File: config.mk
export PLATFORM = sky130hd
export DESIGN_NAME = uart_loader_flat
export DESIGN_NICKNAME = d
export VERILOG_FILES = /design/src/rtl/uart_loader_pkg.sv /design/src/rtl/uart_loader_if.sv /design/src/rtl/uart_loader_byte_intake.sv /design/src/rtl/uart_loader.sv /design/src/flat_wrapper.sv
export SDC_FILE = /design/constraint.sdc
export NUM_CORES = 1
export LEC_CHECK = 0
export ABC_CLOCK_PERIOD_IN_PS = 3100
export BUFFER_PORTS_ARGS = -buffer_cell sky130_fd_sc_hd__buf_2
export CAP_MARGIN = 20
export CORE_MARGIN = 5
export CORE_UTILIZATION = 38
export CTS_BUF_LIST = sky130_fd_sc_hd__clkbuf_4 sky130_fd_sc_hd__clkbuf_8
export DETAILED_ROUTE_END_ITERATION = 7
export GPL_ROUTABILITY_DRIVEN = 0
export GPL_TIMING_DRIVEN = 0
export PLACE_DENSITY = 0.63
export SYNTH_ARGS = -nofsm -noshare
export SYNTH_HDL_FRONTEND = slang
export SYNTH_SLANG_ARGS = --single-unit
File: constraint.sdc
create_clock -name clk -period 3.1 [get_ports clk]
set_clock_uncertainty 0.05 [all_clocks]
set_input_delay 0.465 -clock clk [delete_from_list [all_inputs] [get_ports clk]]
set_output_delay 0.465 -clock clk [all_outputs]
set_load 0.03 [all_outputs]
File: src/rtl/uart_loader_pkg.sv
// Shared definitions for the serial boot loader: FSM state encoding and frame constants.
package uart_loader_pkg;

  typedef enum logic [2:0] {
    ST_IDLE,
    ST_LEN_HI,
    ST_LEN_LO,
    ST_DATA_HI,
    ST_DATA_LO,
    ST_CHECK,
    ST_DONE,
    ST_ERROR
  } loader_state_e;

  localparam logic [7:0] MAGIC_BYTE      = 8'hA5;
  localparam int         FRAME_HDR_BYTES = 3;

  // A frame is in progress anywhere between the MAGIC byte and the checksum byte
  function automatic logic state_is_busy(loader_state_e s);
    return (s != ST_IDLE) && (s != ST_DONE) && (s != ST_ERROR);
  endfunction

endpackage

File: src/rtl/uart_loader_if.sv
// Byte-intake handshake from buart and RAM write port, bundled for the boot loader.
interface uart_loader_if #(
  parameter int ADDR_W = 16
);

  logic              rx_valid;
  logic [7:0]        rx_data;
  logic              rx_rd;
  logic              mem_write_enable;
  logic [ADDR_W-1:0] mem_write_addr;
  logic [15:0]       mem_write_data;

  modport master (
    output rx_valid, rx_data,
    input  rx_rd, mem_write_enable, mem_write_addr, mem_write_data
  );

  modport slave (
    input  rx_valid, rx_data,
    output rx_rd, mem_write_enable, mem_write_addr, mem_write_data
  );

endinterface

File: src/rtl/uart_loader_byte_intake.sv
// rx_valid/rx_rd handshake: registers one byte per acknowledge and hands it on as a one-cycle strobe.
// With LOADER_ECHO_EN each consumed byte is echoed on tx_wr/tx_data and intake stalls while tx_busy.
module loader_byte_intake (
  input  logic       clk,
  input  logic       reset,
  input  logic       i_rx_valid,
  input  logic [7:0] i_rx_data,
`ifdef LOADER_ECHO_EN
  input  logic       i_tx_busy,
  output logic       o_tx_wr,
  output logic [7:0] o_tx_data,
`endif
  output logic       o_rx_rd,
  output logic       o_byte_strobe,
  output logic [7:0] o_byte
);

  logic       r_rx_rd;
  logic [7:0] r_byte;
  logic       w_take;

  // The cycle spent acknowledging blocks a second take, so buart has time to drop rx_valid
`ifdef LOADER_ECHO_EN
  assign w_take = i_rx_valid && !r_rx_rd && !i_tx_busy;
`else
  assign w_take = i_rx_valid && !r_rx_rd;
`endif

  always_ff @(posedge clk) begin
    if (reset) begin
      r_rx_rd <= 1'b0;
      r_byte  <= 8'h00;
    end else begin
      r_rx_rd <= w_take;
      if (w_take) begin
        r_byte <= i_rx_data;
      end
    end
  end

  assign o_rx_rd       = r_rx_rd;
  assign o_byte_strobe = r_rx_rd;
  assign o_byte        = r_byte;

`ifdef LOADER_ECHO_EN
  assign o_tx_wr   = r_rx_rd;
  assign o_tx_data = r_byte;
`endif

endmodule

File: src/rtl/uart_loader.sv
// Serial boot loader: parses MAGIC/LEN/data/CSUM frames into 16-bit RAM writes and releases the CPU
// only after a checksum-verified image. Optional byte echo is enabled by the macro LOADER_ECHO_EN.
module uart_loader
  import uart_loader_pkg::*;
#(
  parameter logic [7:0] MAGIC     = MAGIC_BYTE,
  parameter int         MAX_WORDS = 4096,
  parameter int         ADDR_W    = 16
) (
  input  logic        clk,
  input  logic        reset,
  uart_loader_if.slave bus,
`ifdef LOADER_ECHO_EN
  input  logic        i_tx_busy,
  output logic        o_tx_wr,
  output logic [7:0]  o_tx_data,
`endif
  output logic        o_cpu_run,
  output logic        o_busy,
  output logic        o_error
);

  loader_state_e     r_state;
  loader_state_e     w_state_next;

  logic              w_strobe;
  logic [7:0]        w_byte;
  logic              w_rx_rd;

  logic [7:0]        r_len_hi;
  logic [ADDR_W-1:0] r_len;
  logic [ADDR_W-1:0] r_index;
  logic [7:0]        r_csum;
  logic [7:0]        r_hi;
  logic              r_we;
  logic [ADDR_W-1:0] r_addr;
  logic [15:0]       r_data;

  logic [ADDR_W-1:0] w_len;
  logic [ADDR_W-1:0] w_index_inc;
  logic              w_last;
  logic              w_len_too_big;

  loader_byte_intake u_intake (
    .clk          (clk),
    .reset        (reset),
    .i_rx_valid   (bus.rx_valid),
    .i_rx_data    (bus.rx_data),
`ifdef LOADER_ECHO_EN
    .i_tx_busy    (i_tx_busy),
    .o_tx_wr      (o_tx_wr),
    .o_tx_data    (o_tx_data),
`endif
    .o_rx_rd      (w_rx_rd),
    .o_byte_strobe(w_strobe),
    .o_byte       (w_byte)
  );

  assign w_len         = ADDR_W'({r_len_hi, w_byte});
  assign w_index_inc   = r_index + ADDR_W'(1);
  assign w_last        = (w_index_inc == r_len);
  assign w_len_too_big = 32'(w_len) > MAX_WORDS;

  always_ff @(posedge clk) begin
    if (reset) begin
      r_state <= ST_IDLE;
    end else begin
      r_state <= w_state_next;
    end
  end

  // Every state consumes a byte, so the FSM only moves on a strobe
  always_comb begin
    w_state_next = r_state;
    if (w_strobe) begin
      case (r_state)
        ST_IDLE, ST_DONE, ST_ERROR: begin
          if (w_byte == MAGIC) begin
            w_state_next = ST_LEN_HI;
          end
        end
        ST_LEN_HI: w_state_next = ST_LEN_LO;
        ST_LEN_LO: begin
          if (w_len_too_big) begin
            w_state_next = ST_ERROR;
          end else if (w_len == '0) begin
            w_state_next = ST_CHECK;
          end else begin
            w_state_next = ST_DATA_HI;
          end
        end
        ST_DATA_HI: w_state_next = ST_DATA_LO;
        ST_DATA_LO: w_state_next = w_last ? ST_CHECK : ST_DATA_HI;
        ST_CHECK:   w_state_next = (w_byte == r_csum) ? ST_DONE : ST_ERROR;
        default:    w_state_next = ST_IDLE;
      endcase
    end
  end

  // Write strobe is registered, so it lands the cycle after the low byte is latched
  always_ff @(posedge clk) begin
    if (reset) begin
      r_len_hi <= 8'h00;
      r_len    <= '0;
      r_index  <= '0;
      r_csum   <= 8'h00;
      r_hi     <= 8'h00;
      r_we     <= 1'b0;
      r_addr   <= '0;
      r_data   <= 16'h0000;
    end else begin
      r_we <= 1'b0;
      if (w_strobe) begin
        case (r_state)
          ST_LEN_HI: r_len_hi <= w_byte;
          ST_LEN_LO: begin
            r_len   <= w_len;
            r_index <= '0;
            r_csum  <= 8'h00;
          end
          ST_DATA_HI: begin
            r_hi   <= w_byte;
            r_csum <= r_csum ^ w_byte;
          end
          ST_DATA_LO: begin
            r_we    <= 1'b1;
            r_addr  <= r_index;
            r_data  <= {r_hi, w_byte};
            r_csum  <= r_csum ^ w_byte;
            r_index <= w_index_inc;
          end
          default: ;
        endcase
      end
    end
  end

  assign bus.rx_rd            = w_rx_rd;
  assign bus.mem_write_enable = r_we;
  assign bus.mem_write_addr   = r_addr;
  assign bus.mem_write_data   = r_data;

  assign o_cpu_run = (r_state == ST_DONE);
  assign o_error   = (r_state == ST_ERROR);
  assign o_busy    = state_is_busy(r_state);

endmodule
File: src/flat_wrapper.sv
// flat-port wrapper written by rule: the top's interface ports become plain ports
module uart_loader_flat import uart_loader_pkg::*;
#(
  parameter logic [7:0] MAGIC     = MAGIC_BYTE,
  parameter int         MAX_WORDS = 4096,
  parameter int         ADDR_W    = 16
)
  (clk, reset, o_cpu_run, o_busy, o_error, bus_rx_valid, bus_rx_data, bus_rx_rd, bus_mem_write_enable, bus_mem_write_addr, bus_mem_write_data);
  uart_loader_if #(.ADDR_W(ADDR_W)) bus_i ();
  input  logic clk;
  input  logic reset;
  output logic o_cpu_run;
  output logic o_busy;
  output logic o_error;
  input wire logic [$bits(bus_i.rx_valid)-1:0] bus_rx_valid;
  input wire logic [$bits(bus_i.rx_data)-1:0] bus_rx_data;
  output wire logic [$bits(bus_i.rx_rd)-1:0] bus_rx_rd;
  output wire logic [$bits(bus_i.mem_write_enable)-1:0] bus_mem_write_enable;
  output wire logic [$bits(bus_i.mem_write_addr)-1:0] bus_mem_write_addr;
  output wire logic [$bits(bus_i.mem_write_data)-1:0] bus_mem_write_data;
  assign bus_i.rx_valid = bus_rx_valid;
  assign bus_i.rx_data = bus_rx_data;
  assign bus_rx_rd = bus_i.rx_rd;
  assign bus_mem_write_enable = bus_i.mem_write_enable;
  assign bus_mem_write_addr = bus_i.mem_write_addr;
  assign bus_mem_write_data = bus_i.mem_write_data;
  uart_loader #(.MAGIC(MAGIC), .MAX_WORDS(MAX_WORDS), .ADDR_W(ADDR_W)) u_core (.clk(clk), .reset(reset), .bus(bus_i), .o_cpu_run(o_cpu_run), .o_busy(o_busy), .o_error(o_error));
endmodule
==> results of run 1 <==
## report_power, final
part           total [mW]  switching [mW]  internal, mW
logic               0.100          0.0722        0.0282
clock network       0.877           0.485         0.392
registers            1.31         0.00307          1.30
## cell families after synthesis
family                   synth area share, %
buffers and inverters                  6.315
AO/OA/AOI/OAI                          16.77
flip-flops                             42.88
multiplexers                           1.910
AND/OR/NAND/NOR                        27.04
XOR/XNOR                               4.829
adder cells (fa/ha/maj)               0.2653
## critical path: stages, from the launching register on
cell and delay (ns):
dfxtp_1 0.53, ha_2 0.33, nand3_2 0.22, or3_1 0.46
or3_2 0.42, a32oi_1 0.25, o2111ai_1 0.24, o31a_1 0.30
## area by class of cell
| class | count | area (um2) |
|---|---|---|
| Fill cell | 1258 | 6746 |
| Multi-Input combinational cell | 447 | 2405 |
| Sequential cell | 101 | 2022 |
| Buffer | 54 | 279.0 |
| Timing Repair Buffer | 46 | 230.2 |
| Tap cell | 168 | 210.2 |
| Clock buffer | 10 | 131.4 |
| Clock inverter | 6 | 68.82 |
| Inverter | 5 | 18.77 |
## cells in the final DEF, fill, tap and decap left out, types with 3 or more instances in the layout
master / Yosys / final
nor3_1: 11 / 11
clkbuf_8: 2 / 11
nor2b_1: 3 / 3
nand2b_1: 3 / 3
or4_1: 4 / 4
a31oi_1: 4 / 4
buf_2: 4 / 50
dfxtp_1: 101 / 101
buf_6: 5 / 5
nand3b_1: 9 / 9
clkbuf_1: 39 / 39
nor4_1: 9 / 8
nand3_1: 5 / 5
nand4_1: 6 / 6
a21oi_1: 87 / 87
o21ai_0: 20 / 20
a311oi_1: 5 / 5
nor2_1: 51 / 51
nand2_1: 149 / 149
inv_1: 5 / 5
xor2_1: 13 / 13
a211oi_1: 4 / 4
mux2i_1: 9 / 9
xnor2_1: 13 / 13
## cell usage after synthesis, types with 3 or more instances
| cell type | instances |
|---|---|
| a21oi_1 | 87 |
| xor2_1 | 13 |
| xnor2_1 | 13 |
| inv_1 | 5 |
| nor3_1 | 11 |
| o21ai_0 | 20 |
| nand3_1 | 5 |
| nand2_1 | 149 |
| or4_1 | 4 |
| clkbuf_1 | 39 |
| nand2b_1 | 3 |
| buf_6 | 5 |
| a211oi_1 | 4 |
| nor2b_1 | 3 |
| buf_2 | 4 |
| dfxtp_1 | 101 |
| a311oi_1 | 5 |
| nand3b_1 | 9 |
| mux2i_1 | 9 |
| nor2_1 | 51 |
| nand4_1 | 6 |
| nor4_1 | 9 |
| a31oi_1 | 4 |
## flip-flops by register name, summed over array words and instances (netlist names)
| register | flops |
|---|---|
| u_core.bus.mem_write_data | 16 |
| u_core.r_state | 3 |
| u_core.u_intake.o_byte_strobe | 1 |
| u_core.r_index | 16 |
| u_core.u_intake.o_byte | 8 |
| u_core.r_csum | 8 |
| u_core.bus.mem_write_addr | 16 |
| u_core.r_len | 16 |
| u_core.r_len_hi | 8 |
| u_core.r_hi | 8 |
| u_core.bus.mem_write_enable | 1 |
## through the flow
step | util [%] | power, mW | cells
2_1_floorplan | - | 1.399 | 607
3_5_place_dp | 42.57 | 1.436 | 821
6_report | 44.30 | 2.283 | 837
5_1_grt | 44.30 | 2.363 | 837
4_1_cts | 44.23 | 2.292 | 837
3_3_place_gp | 42.57 | 1.434 | 821
## per-layer routing
layer	vias up	track usage [%]	part of all wire [%]
met4	0	6.092	2.1
met3	23	4.382	6.5
met5	-	0	0
li1	2186	-	-
met1	2073	22.94	43
met2	151	30.05	48
## worst paths after layout
check | end | startpoint | cells after the start
worst max-delay path | u_core.r_state[1]$_SDFFE_PP0P_ | u_core.r_index[1]$_SDFFE_PP0P_ | 7
worst min-delay path | u_core.u_intake.o_byte[6]$_SDFFE_PP0P_ | bus_rx_data[6] | 3
worst max register to register | u_core.r_state[1]$_SDFFE_PP0P_ | u_core.r_index[1]$_SDFFE_PP0P_ | 7
worst min register to register | u_core.bus.mem_write_addr[6]$_SDFFE_PP0P_ | u_core.bus.mem_write_addr[6]$_SDFFE_PP0P_ | 2
==> results.ini, run 1 <==
[outcome]
status=finished, final reports clean

[synth]
yosys.area.top_type=dfxtp_1
ys_seq_area_share_pct=42.88
ys.warnings.count=0
syn_area_um2=4716
synth_edf_count=0
yosys.cell_types.count=61
syn_nets=619
yosys_most_used_dff=dfxtp_1
ys_ff_latch=101
synth_cells=607
syn_avg_cell_area_um2=7.769
async_reset_ff_share_pct=0
synth_top_cell_area_share_pct=42.88
synth_area_leaders=dfxtp_1 (43%), nand2_1 (12%), a21oi_1 (9.2%)

[clock_tree]
cts_buffers=9
tritoncts=built
h-tree-depth=3
ctsResizeCount=0
cts-hold-fix-buffers=0
clk_pin_slew_ns=0.10
clock_latency_ns=0.37
cts_setup_buffers=0
clk_path_buf_depth=2
root_buffer=clkbuf_8
clock_sinks=101

[placement]
hpwl_mm=9.288
dp_slack_ns=0.09758
post_dp_cell_area_um2=5156
numPortBuffers=46

[sta]
period_share_pct=93.43
finalSetupViolations=0
slew_headroom_pct=38.79
max_freq_ghz=0.3453
rsz0062_at_grt=false
finalCriticalPeriod_ns=2.896
layout_setup_ws_ns=0.2036
hold_slack_ns=0.2692
hold_viol_final=0
tns_ns=0
worstMarginPinSlew_ns=0.9111
slew_violations=0

[layout]
drive_above_1_share_pct=14.05
nets=676
num_antenna_cells=0
final_cell_area_um2=5365
syn2layout_area_growth_pct=13.77

[route]
drtIter0Drc=321
drt_first_pass_iters=7
drt_wl_total_mm=12.93
wl_per_cell_um=15.45
ant_nets=0
drc=0
vias=4433
viasPerCell=5.296

[worst_setup_path]
r2r_slack_ns=0.20
arrival_ns=3.12
cp_max_fo=10
path_class=reg -> reg
endpoint_kind=flip-flop
cp-start-kind=flip-flop
crit_required_ns=3.33

[power]
p_leak_nw=1.912
ir_worst_vdd_mv=0.3640
p_per_area_nw_per_um2=425.5

[grt]
grt_antenna_before_repair=0
grt.total_usage_pct=18.10
grt-ovfl-total=0
grt_pass1_vias=4291
grt_pass1_wl_mm=21.29
grt_max_degree=18

[floorplan]
initial_core_util_pct=38.94
die_width_um=121.4
dieArea_um2=14740
die_h_um=121.4
std_cell_rows=40
io_pins=48
core_um2=12110

[min_path]
min-delay-path-class=in -> reg

[run]
maxCapViolCount=0

Power figures use the tool's default switching activity.
==> inputs of run 2 (changes only) <==
==> constraint.sdc (replaced) <==
create_clock -name clk -period 3.1 [get_ports clk]
set_clock_uncertainty 0.05 [all_clocks]
set_input_delay 0.155 -clock clk [delete_from_list [all_inputs] [get_ports clk]]
set_output_delay 0.155 -clock clk [all_outputs]
set_load 0.03 [all_outputs]
==> run 2 against run 1 <==
Compared with the run above:
- die area unchanged
- clock power is essentially flat
- non-clock buffer count increased by 8
- core utilization increased by 0.66 points
- critical path depth unchanged
- largest power group unchanged
==> results.ini, run 2 (same netlist as run 1, synthesis figures left out) <==
[layout]
final_cell_mix=nand2_1 (149), dfxtp_1 (101), a21oi_1 (87)
final_cells=845  ; +0.96%
final_common_cell=nand2_1
syn2layout_area_growth_pct=15.47
num_antenna_cells=0  ; unchanged
drive_above_1_share_pct=13.88  ; -0.17 points
post-route-util_pct=44.96  ; +0.66 points
nets=684  ; +1.2%

[sta]
layout_setup_ws_ns=0.1973  ; -0.006299 ns
finalSetupViolations=0  ; unchanged
max_freq_ghz=0.3445  ; -0.22%
hold_viol_final=0  ; unchanged
period_share_pct=93.64  ; +0.20 points
worstMarginPinSlew_ns=0.9246  ; +0.01352 ns
slew_headroom_pct=37.88  ; -0.91 points
tns_ns=0  ; unchanged
slew_violations=0  ; unchanged
rsz0062_at_grt=false
finalCriticalPeriod_ns=2.903  ; +0.006299 ns

[clock_tree]
clk_path_buf_depth=2  ; unchanged
clk_pin_slew_ns=0.10  ; about the same
clock_sinks=101  ; unchanged
clock_latency_ns=0.37  ; about the same
cts_buffers=9  ; unchanged
tritoncts=built
h-tree-depth=3  ; unchanged
cts_setup_buffers=0  ; unchanged
root_buffer=clkbuf_8

[grt]
grt_pass1_vias=4343  ; +1.2%
grt_antenna_before_repair=0  ; unchanged
grt_max_degree=18  ; unchanged
grt-ovfl-total=0  ; unchanged
grt.total_usage_pct=18.29  ; +0.20 points
grt_pass1_wl_mm=21.52  ; +1.1%

[floorplan]
die_h_um=121.4  ; unchanged
initial_core_util_pct=38.94  ; unchanged
die_width_um=121.4  ; unchanged
dieArea_um2=14740  ; unchanged
std_cell_rows=40  ; unchanged
io_pins=48  ; unchanged
core_um2=12110  ; unchanged

[min_path]
min-delay-path-class=in -> reg

[worst_setup_path]
cpPeakStageDelay_ns=0.53  ; about the same
cp_max_fo=10  ; unchanged
worst_path_max_delay_cell=dfxtp_1
r2r_slack_ns=0.20  ; about the same
crit_family=simple AND/OR/NAND/NOR gates
endpoint_kind=flip-flop
cp_num_buf_inv=0  ; unchanged
path_class=reg -> reg
arrival_ns=3.13  ; about the same
cp-start-kind=flip-flop
crit_required_ns=3.33  ; about the same
crit_chain=ha_2 -> nand3_2 -> or3_1 -> or3_2 -> a32oi_1 -> o2111ai_1 -> o31a_1

[route]
viasPerCell=5.237  ; -1.1%
drc=0  ; unchanged
wl_per_cell_um=15.41  ; -0.23%
drt_wl_total_mm=13.02  ; +0.72%
drt_first_pass_iters=7  ; unchanged
vias=4425  ; -0.18%
ant_nets=0  ; unchanged
drtIter0Drc=333  ; +3.7%

[power]
p_per_area_nw_per_um2=420.3  ; -1.2%
ir_worst_vdd_mv=0.3640  ; about the same
p_total_mw=2.288  ; +0.23%
p_leak_nw=1.946  ; +1.7%

[run]
maxCapViolCount=0  ; unchanged

[placement]
dp_slack_ns=0.09758  ; unchanged
dp.cells=821  ; unchanged
numPortBuffers=46  ; unchanged
hpwl_mm=9.288  ; unchanged

[outcome]
status=finished, final reports clean

-- run 2: worst paths after layout --
| check | depth (start not counted) | from | to |
|---|---|---|---|
| max | 7 | u_core.r_index[1]$_SDFFE_PP0P_ | u_core.r_state[1]$_SDFFE_PP0P_ |
| min | 4 | bus_rx_valid | u_core.u_intake.o_byte_strobe$_SDFF_PP0_ |
| max reg2reg | 7 | u_core.r_index[1]$_SDFFE_PP0P_ | u_core.r_state[1]$_SDFFE_PP0P_ |
| min reg2reg | 2 | u_core.bus.mem_write_addr[6]$_SDFFE_PP0P_ | u_core.bus.mem_write_addr[6]$_SDFFE_PP0P_ |
-- run 2: power by group --
group          switching (mW)  internal, mW
sequential            0.00286          1.30
combinational          0.0738        0.0347
clock                   0.482         0.392
total                   0.559          1.73
-- run 2: timing repair --
action                                 CTS  global route
setup endpoints to repair                0             2
hold buffers                             8             0
endpoints found under the hold margin    8             0
gates resized for setup                  0             2
-- run 2: layout make-up --
type	count	area [um2]
Tap cell	168	210.2
Fill cell	1247	6666
Multi-Input combinational cell	447	2405
Sequential cell	101	2022
Clock inverter	6	68.82
Clock buffer	10	131.4
Timing Repair Buffer	54	310.3
Buffer	54	279.0
Inverter	5	18.77
-- run 2: stage by stage --
stage          hold WS [ns]  area, um2
2_1_floorplan        0.2410       4716
3_3_place_gp         0.3478       5156
3_5_place_dp         0.3570       5156
4_1_cts              0.1833       5436
5_1_grt              0.2341       5445
6_report             0.2036       5445
-- run 2: metal layers --
metal,track usage (%),part of all wire (%),up-vias
met5,0,0,-
met4,6.443,2.5,0
met3,4.382,5.9,24
met2,30.54,48,126
met1,22.97,44,2078
li1,-,-,2197
-- run 2: worst register-to-register path: stages, from the launching register on --
cell and delay (ns):
dfxtp_1 0.53, ha_2 0.33, nand3_2 0.22, or3_1 0.46
or3_2 0.42, a32oi_1 0.25, o2111ai_1 0.25, o31a_1 0.30
